[src/rtl/isa_arb_pkg.sv]
// rtl/isa_arb_pkg.sv - shared types and constants for the ISA bus arbiter
package isa_arb_pkg;

    typedef enum logic [1:0] {
        ST_IDLE = 2'd0,
        ST_RUN  = 2'd1,
        ST_ACK  = 2'd2
    } state_t;

    localparam int          CMD_READ_BIT     = 0;
    localparam int          CMD_WRITE_BIT    = 1;
    localparam logic [7:0]  RDATA_ON_TIMEOUT = 8'hFF;

    function automatic logic [1:0] cmd_for(input logic we);
        logic [1:0] c;
        c = '0;
        c[we ? CMD_WRITE_BIT : CMD_READ_BIT] = 1'b1;
        return c;
    endfunction

endpackage

[src/rtl/isa_arb_rr_pick.sv]
// rtl/isa_arb_rr_pick.sv - combinational two-way round-robin winner select
module isa_arb_rr_pick (
    input  logic [1:0] req,
    input  logic       last_grant,
    output logic       valid,
    output logic       winner
);

    always_comb begin
        valid  = |req;
        winner = 1'b0;
        if (req == 2'b11) begin
            winner = ~last_grant;
        end else if (req[1]) begin
            winner = 1'b1;
        end
    end

endmodule

[src/rtl/isa_bus_arbiter.sv]
// rtl/isa_bus_arbiter.sv - round-robin front end for the ISA bus-cycle sequencer
// Optional RUN-state abort timer enabled by defining ISA_ARB_TIMEOUT_EN.
module isa_bus_arbiter
    import isa_arb_pkg::*;
#(
    parameter int ADDR_W         = 10,
    parameter int TIMEOUT_CYCLES = 64,
    parameter int TIMEOUT_W      = 7
) (
    input  logic              clk,
    input  logic              reset,
    input  logic              r0_req,
    input  logic              r0_we,
    input  logic [ADDR_W-1:0] r0_addr,
    input  logic [7:0]        r0_wdata,
    output logic              r0_ack,
    input  logic              r1_req,
    input  logic              r1_we,
    input  logic [ADDR_W-1:0] r1_addr,
    input  logic [7:0]        r1_wdata,
    output logic              r1_ack,
    output logic [7:0]        rd_data,
    output logic              err,
    output logic              busy,
    output logic              grant_id,
    output logic [1:0]        seq_cmd,
    output logic [ADDR_W-1:0] seq_addr,
    output logic [7:0]        seq_wdata,
    input  logic [7:0]        seq_rdata,
    input  logic              seq_data_read_n,
    input  logic              seq_done_n
);

    if (TIMEOUT_CYCLES < 2 || TIMEOUT_CYCLES >= (1 << TIMEOUT_W)) begin : g_bad_timeout
        $error("TIMEOUT_W too narrow for TIMEOUT_CYCLES");
    end

    state_t            state, state_n;
    logic              last_grant, last_grant_n;
    logic [1:0]        seq_cmd_n;
    logic [ADDR_W-1:0] seq_addr_n;
    logic [7:0]        seq_wdata_n, rd_data_n;
    logic              r0_ack_n, r1_ack_n, busy_n, grant_id_n, err_n;
    logic              pick_valid, pick;

    isa_arb_rr_pick u_pick (
        .req        ({r1_req, r0_req}),
        .last_grant (last_grant),
        .valid      (pick_valid),
        .winner     (pick)
    );

`ifdef ISA_ARB_TIMEOUT_EN
    localparam logic [TIMEOUT_W-1:0] TO_LAST = TIMEOUT_W'(TIMEOUT_CYCLES - 1);
    logic [TIMEOUT_W-1:0] to_cnt, to_cnt_n;
`endif

    always_comb begin
        state_n      = state;
        last_grant_n = last_grant;
        seq_cmd_n    = seq_cmd;
        seq_addr_n   = seq_addr;
        seq_wdata_n  = seq_wdata;
        rd_data_n    = rd_data;
        grant_id_n   = grant_id;
        busy_n       = busy;
        r0_ack_n     = 1'b0;
        r1_ack_n     = 1'b0;
        err_n        = 1'b0;
`ifdef ISA_ARB_TIMEOUT_EN
        to_cnt_n     = to_cnt;
`endif
        case (state)
            ST_IDLE: begin
                if (pick_valid) begin
                    state_n     = ST_RUN;
                    grant_id_n  = pick;
                    seq_cmd_n   = cmd_for(pick ? r1_we : r0_we);
                    seq_addr_n  = pick ? r1_addr : r0_addr;
                    seq_wdata_n = pick ? r1_wdata : r0_wdata;
                    busy_n      = 1'b1;
`ifdef ISA_ARB_TIMEOUT_EN
                    to_cnt_n    = '0;
`endif
                end
            end
            ST_RUN: begin
                if (!seq_data_read_n && seq_cmd[CMD_READ_BIT]) begin
                    rd_data_n = seq_rdata;
                end
                // Command drops on the done edge so the sequencer idles with no command pending.
                if (!seq_done_n) begin
                    seq_cmd_n = '0;
                    state_n   = ST_ACK;
                    r0_ack_n  = ~grant_id;
                    r1_ack_n  = grant_id;
`ifdef ISA_ARB_TIMEOUT_EN
                end else if (to_cnt == TO_LAST) begin
                    seq_cmd_n = '0;
                    rd_data_n = RDATA_ON_TIMEOUT;
                    err_n     = 1'b1;
                    state_n   = ST_ACK;
                    r0_ack_n  = ~grant_id;
                    r1_ack_n  = grant_id;
                end else begin
                    to_cnt_n  = to_cnt + 1'b1;
`endif
                end
            end
            ST_ACK: begin
                last_grant_n = grant_id;
                busy_n       = 1'b0;
                state_n      = ST_IDLE;
            end
            default: begin
                state_n = ST_IDLE;
                busy_n  = 1'b0;
            end
        endcase
    end

    always_ff @(posedge clk) begin
        if (reset) begin
            state      <= ST_IDLE;
            last_grant <= 1'b1;
            seq_cmd    <= '0;
            seq_addr   <= '0;
            seq_wdata  <= '0;
            rd_data    <= '0;
            grant_id   <= 1'b0;
            busy       <= 1'b0;
            r0_ack     <= 1'b0;
            r1_ack     <= 1'b0;
        end else begin
            state      <= state_n;
            last_grant <= last_grant_n;
            seq_cmd    <= seq_cmd_n;
            seq_addr   <= seq_addr_n;
            seq_wdata  <= seq_wdata_n;
            rd_data    <= rd_data_n;
            grant_id   <= grant_id_n;
            busy       <= busy_n;
            r0_ack     <= r0_ack_n;
            r1_ack     <= r1_ack_n;
        end
    end

`ifdef ISA_ARB_TIMEOUT_EN
    always_ff @(posedge clk) begin
        if (reset) begin
            err    <= 1'b0;
            to_cnt <= '0;
        end else begin
            err    <= err_n;
            to_cnt <= to_cnt_n;
        end
    end
`else
    assign err = 1'b0;
    logic unused_err_n;
    assign unused_err_n = err_n;
`endif

endmodule

[config.mk]
export PLATFORM = sky130hd
export DESIGN_NAME = isa_bus_arbiter
export DESIGN_NICKNAME = d
export VERILOG_FILES = /design/src/rtl/isa_arb_pkg.sv /design/src/rtl/isa_arb_rr_pick.sv /design/src/rtl/isa_bus_arbiter.sv
export SDC_FILE = /design/constraint.sdc
export NUM_CORES = 1
export LEC_CHECK = 0
export CAP_MARGIN = 20
export CORE_MARGIN = 2
export CORE_UTILIZATION = 37
export CTS_CLUSTER_SIZE = 14
export DETAILED_ROUTE_END_ITERATION = 8
export HOLD_SLACK_MARGIN = 0.06
export PLACE_DENSITY = 0.82
export SYNTH_ARGS = -nofsm -noshare
export SYNTH_HDL_FRONTEND = slang
export SYNTH_SLANG_ARGS = --single-unit
[constraint.sdc]
create_clock -name clk -period 1.5 [get_ports clk]
set_input_delay 0.225 -clock clk [delete_from_list [all_inputs] [get_ports clk]]
set_output_delay 0.225 -clock clk [all_outputs]
set_load 0.05 [all_outputs]
# Word level (Yosys, flattened, before mapping)

Cells that the tools add are included.
Widths: inputs -> output; s select.

Word-level logic and storage cells: 48
Input port bits: 52
Flip-flop bits (word level): 35

Reductions and logical operators: 12
$lt $le $gt $ge: 2
Multiplexer cells: 16
Eq/ne operators: 5
Bitwise logic cells: 3

Operators with widths:

| kind               | number |
|---|---|
| $mux 10            | 1 |
| $mux 2             | 4 |
| $mux 8             | 1 |
| $pmux 2 s2         | 2 |
| $reduce_and 2->1   | 4 |
| $mux 1             | 6 |
| $eq 2x2->1 const B | 2 |
| $ne 2x2->1 const B | 2 |
| $not 1->1          | 3 |
| $reduce_and 3->1   | 1 |
| $reduce_or 3->1    | 1 |
| $eq 2x1->1 const B | 1 |
| $logic_and 1x1->1  | 2 |
| $logic_not 2->1    | 1 |
| $lt 1x2->1 const B | 1 |
| $pmux 1 s2         | 1 |
| $reduce_bool 2->1  | 1 |
| $reduce_or 2->1    | 1 |
| $demux 1 s1        | 1 |
| $ge 1x1->1 const B | 1 |
| $logic_not 1->1    | 1 |

# Depth between registers and ports, before layout

Depth after elaboration: 10
Gate-level depth with buffers: 6
Gate-level depth less buffers: 4

# Modules after synthesis

Synthesis repeated with hierarchy kept, for this count alone.

Cell total of the unflattened synthesis: 144
Area total of the unflattened synthesis: 1508.9 µm²

By module, submodules not included:

| module          | instances | sequential area each (µm²) | cells each | area each (µm²) |
|---|---|---|---|---|
| isa_bus_arbiter | 1         | 700.7                      | 142        | 1495.2 |
| isa_arb_rr_pick | 1         | 0.0                        | 2          | 13.8 |

# Worst setup path after synthesis

Ideal clock, no wire load.

Path type: reg-to-reg
Start point: register seq_cmd[0]
End point: register rd_data[0]
Required time: 1.372 ns
Arrival: 1.417 ns
Period minus slack after synthesis: 1.545 ns
Setup slack: -0.045 ns
Setup time: 0.128 ns
Stages on the path, launching flop included: 5
Path through: dfxtp_1 nor4bb_1 buf_2 mux2i_1 nor2_1

Cells in the longest elaborated chain, start to end: 2

RTL lines:

| what                       | RTL line               | RTL |
|---|---|---|
| start, declared            | isa_bus_arbiter.sv:26  | `output logic [1:0] seq_cmd,` |
| start signal, assigned     | isa_bus_arbiter.sv:137 | `seq_cmd <= seq_cmd_n;` |
| $logic_and 1x1->1          | isa_bus_arbiter.sv:88  | `if (!seq_data_read_n && seq_cmd[CMD_READ_BIT]) begin` |
| $reduce_and 2->1 (no line) | --                     |  |
| end signal, assigned       | isa_bus_arbiter.sv:140 | `rd_data <= rd_data_n;` |
| end, declared              | isa_bus_arbiter.sv:22  | `output logic [7:0] rd_data,` |

Every way passes these cells.
A chain may end at the register's enable or synchronous reset.

# Worst setup path after layout

Start point: input r1_req
End point: register seq_addr[0]

Cells in the longest elaborated chain, start to end: 3

RTL lines:

| what                                        | RTL line                                     | RTL |
|---|---|---|
| start, declared                             | isa_bus_arbiter.sv:17                        | `input logic r1_req,` |
| $eq 2x2->1 / $mux 1 (equally long branches) | isa_arb_rr_pick.sv:12, isa_arb_rr_pick.sv:14 |  |
| $mux 1                                      | isa_arb_rr_pick.sv:12                        | `if (req == 2'b11) begin` |
| $mux 10                                     | isa_bus_arbiter.sv:79                        | `seq_addr_n = pick ? r1_addr : r0_addr;` |
| end signal, assigned                        | isa_bus_arbiter.sv:138                       | `seq_addr <= seq_addr_n;` |
| end, declared                               | isa_bus_arbiter.sv:27                        | `output logic [ADDR_W-1:0] seq_addr,` |

Parallel ways exist; a longest one is shown, timed or not.

==> reports/summary.json <==
{
  "outcome": {"value": "completed"},
  "worst_slack": {"value": 165, "unit": "ps"},
  "critical_path.reg2reg.startpoint": {"value": "state[1]"},
  "cts_repair_resize_count": {"value": 0},
  "postSynthCellCount": {"value": 143},
  "synthTopCellsByArea": {"value": "sky130_fd_sc_hd__dfxtp_1 (48%), sky130_fd_sc_hd__mux2i_1 (19%), sky130_fd_sc_hd__a211oi_1 (9.3%), sky130_fd_sc_hd__nor2_1 (7.5%), sky130_fd_sc_hd__buf_12 (2.7%)"},
  "synthXorXnorAreaFrac": {"value": 0, "unit": "%"},
  "setup_viol": {"value": 0},
  "synthFlopType": {"value": "sky130_fd_sc_hd__dfxtp_1"},
  "postCtsHoldBufs": {"value": 0},
  "syn_to_final_growth": {"value": 64.6, "unit": "%"},
  "cts_post_setup_buffers_inserted": {"value": 0},
  "fp.coreArea": {"value": 3720, "unit": "um^2"},
  "synth_top_cells_by_count": {"value": "sky130_fd_sc_hd__dfxtp_1 (35), sky130_fd_sc_hd__nor2_1 (29), sky130_fd_sc_hd__mux2i_1 (27), sky130_fd_sc_hd__a211oi_1 (18)"},
  "cts.path.max_buffers": {"value": 2},
  "final_antenna_net_count": {"value": 0},
  "grtUsageTotal": {"value": 16.8, "unit": "%"},
  "path_max_fanout": {"value": 10},
  "boundaryPins": {"value": 85},
  "ctsRootBufferMaster": {"value": "sky130_fd_sc_hd__clkbuf_8"},
  "finalWirelength": {"value": 3360, "unit": "um"},
  "crit_start": {"value": "r1_req"},
  "compound_gate_fraction_of_synth_area": {"value": 14.0, "unit": "%"},
  "synth-warning-count": {"value": 0},
  "met3_layer_wire_length_in_the_routed_design": {"value": 263, "unit": "um"},
  "dpl-instance-area": {"value": 2320, "unit": "um^2"},
  "post-place-ws": {"value": -112, "unit": "ps"},
  "cts_htree_levels": {"value": 2},
  "clkSlewWorstSetupHoldPaths": {"value": 70, "unit": "ps"},
  "cts_sinks": {"value": 35},
  "largest_family_of_logic_cells_by_synthesized_area": {"value": "multiplexers"},
  "die_area": {"value": 4460, "unit": "um^2"},
  "worstSetupStartpointType": {"value": "primary input"},
  "uppermost_signal_routing_layer_after_detailed_routing": {"value": "met4"},
  "core.rowCount": {"value": 22},
  "rsz0062_at_grt": {"value": "false"},
  "vdd_ir_max": {"value": 0.000590, "unit": "V"},
  "postSynth.asyncResetShare": {"value": 0, "unit": "%"},
  "p_leak": {"value": 0.984, "unit": "nW"},
  "syn_avg_cell_area": {"value": 10.2, "unit": "um^2"},
  "n_antenna_cell": {"value": 0},
  "synth-seq-area-share": {"value": 48.0, "unit": "%"},
  "via_count_of_the_first_global_routing_pass": {"value": 1280},
  "ys_seq_elements": {"value": 35},
  "critPathKind": {"value": "primary input to flip-flop"},
  "floorplan.die.width": {"value": 66.8, "unit": "um"},
  "detail_route.drc_violations": {"value": 0},
  "maxCapViolCount": {"value": 0},
  "min-delay-path-class": {"value": "flip-flop to flip-flop"},
  "synth_fp_nets": {"value": 195},
  "finalWorstPathRequiredPeriod": {"value": 1340, "unit": "ps"},
  "portBuffers": {"value": 83},
  "initialDrtViolationCount": {"value": 68},
  "grt_max_degree": {"value": 25},
  "holdWs": {"value": 477, "unit": "ps"},
  "max_clock_freq": {"value": 0.749, "unit": "GHz"},
  "yosysMostFrequentCell": {"value": "sky130_fd_sc_hd__dfxtp_1"},
  "synth.cell_area": {"value": 1460, "unit": "um^2"},
  "route.vias.total": {"value": 1311},
  "hold_start": {"value": "busy"},
  "detailedPlacementHpwl": {"value": 2630, "unit": "um"},
  "cts_tree": {"value": "built"},
  "via_per_inst": {"value": 4.68},
  "drv_slew": {"value": 0},
  "setup.worst_path.end_class": {"value": "flip-flop"},
  "worstSkewPairLatency": {"value": 280, "unit": "ps"},
  "final_net_count": {"value": 283},
  "count_of_cell_types_in_the_netlist": {"value": 25},
  "synth_largest_type_area_fraction": {"value": 48.0, "unit": "%"},
  "global_route.overflow_total": {"value": 0},
  "filler_cell_count": {"value": 336},
  "die_height": {"value": 66.8, "unit": "um"},
  "synth.area.mux_share": {"value": 18.5, "unit": "%"},
  "fin_tns_setup": {"value": 0, "unit": "ps"},
  "antenna_found_initial": {"value": 0},
  "yosys.area.top_type": {"value": "sky130_fd_sc_hd__dfxtp_1"},
  "grt_first_pass_wirelength": {"value": 5690, "unit": "um"},
  "power_density": {"value": 1020, "unit": "nW/um^2"},
  "cts_inserted_buffers": {"value": 5},
  "final_cell_area": {"value": 2400, "unit": "um^2"},
  "detail_route.first_pass.iterations": {"value": 4},
  "worst-endpoint-required": {"value": 1670, "unit": "ps"},
  "finClkSkew": {"value": 4.92, "unit": "ps"},
  "routed_wire_length_per_instance": {"value": 12.0, "unit": "um"},
  "met2WireLength": {"value": 1640, "unit": "um"},
  "min_period_over_period": {"value": 89.0, "unit": "%"},
  "post_synth_edffs": {"value": 0},
  "layout-drive-gt1-share": {"value": 23.7, "unit": "%"},
  "timing.final.hold_violations": {"value": 0},
  "met1_length": {"value": 1400, "unit": "um"},
  "arrival": {"value": 1500, "unit": "ps"},
  "share_of_synthesized_cell_area_in_and_or_nand_and_nor_gates": {"value": 12.7, "unit": "%"},
  "floorplan.initialDensity": {"value": 39.3, "unit": "%"},
  "routabilityCongestion": {"value": 0.755},
  "synthAdderAreaFrac": {"value": 0, "unit": "%"}
}
==> sequential cells by signal (all words and copies together) (netlist names) <==
signal and count:
r0_ack 1, busy 1, last_grant 1, seq_wdata 8, seq_addr 10, state 2
rd_data 8, grant_id 1, seq_cmd 2, r1_ack 1
==> where the power goes <==
group / internal [mW] / total (mW) / switching [mW]
clock network: 0.317 / 0.638 / 0.321
logic: 0.343 / 0.774 / 0.430
registers: 1.01 / 1.05 / 0.0433
==> critical path, stage by stage <==
cell                              delay, ps
sky130_fd_sc_hd__clkdlybuf4s50_1        510
sky130_fd_sc_hd__a21boi_4               290
sky130_fd_sc_hd__buf_12                 180
sky130_fd_sc_hd__mux2i_1                200
sky130_fd_sc_hd__a211oi_1                90
==> final timing paths <==
check,endpoint,slack [ps],cells after the start
setup reg to reg,seq_wdata[3],240,5
setup / recovery,seq_addr[0],160,5
hold / removal,busy,480,2
hold reg to reg,busy,480,2
==> placed cells by master (no fill, tap or decap), drive strengths merged <==
cell type	Yosys	routed
nor2b	2	2
nand3	2	2
o21ai	1	1
and2	1	1
a21boi	1	1
a211o	1	1
nor3	1	1
o21a	1	1
nor2	29	29
buf	8	42
a21oi	4	4
or3b	1	1
clkdlybuf4s50	0	51
dfxtp	35	35
a211oi	18	18
clkbuf	4	5
mux2i	27	27
nand2	1	1
nor4bb	1	1
conb	1	1
nand2b	2	2
clkinv	0	3
nand3b	1	1
a22oi	1	1
==> per-stage QoR <==
step           power (mW)  utilization [%]  std cells
2_1_floorplan        1.53                -        143
3_5_place_dp         1.85             62.4        272
6_report             2.46             64.7        280
5_1_grt              2.60             64.7        280
4_1_cts              2.50             64.7        280
3_3_place_gp         1.84             62.4        272
==> cell families after synthesis <==
kind of cell    count (synthesis)
other cells                     1
compound gates                 27
simple gates                   41
flops                          35
mux                            27
buf+inv                        12
==> layer usage <==
metal | up-vias | GRT usage, %
li1 | 680 | -
met1 | 572 | 19.0
met2 | 53 | 29.5
met3 | 6 | 5.74
met4 | 0 | 5.61
met5 | - | 0
==> area by class of cell <==
type	count	area, um^2	share of cell area (%)
timing repair buffer	93	888	37.0
clock buffer	5	68.8	2.86
multi-input combinational	96	669	27.9
sequential	35	702	29.2
clock inverter	3	15.0	0.625
tap	48	60.1	2.50
Note: power is estimated with default switching activity, not from simulation.
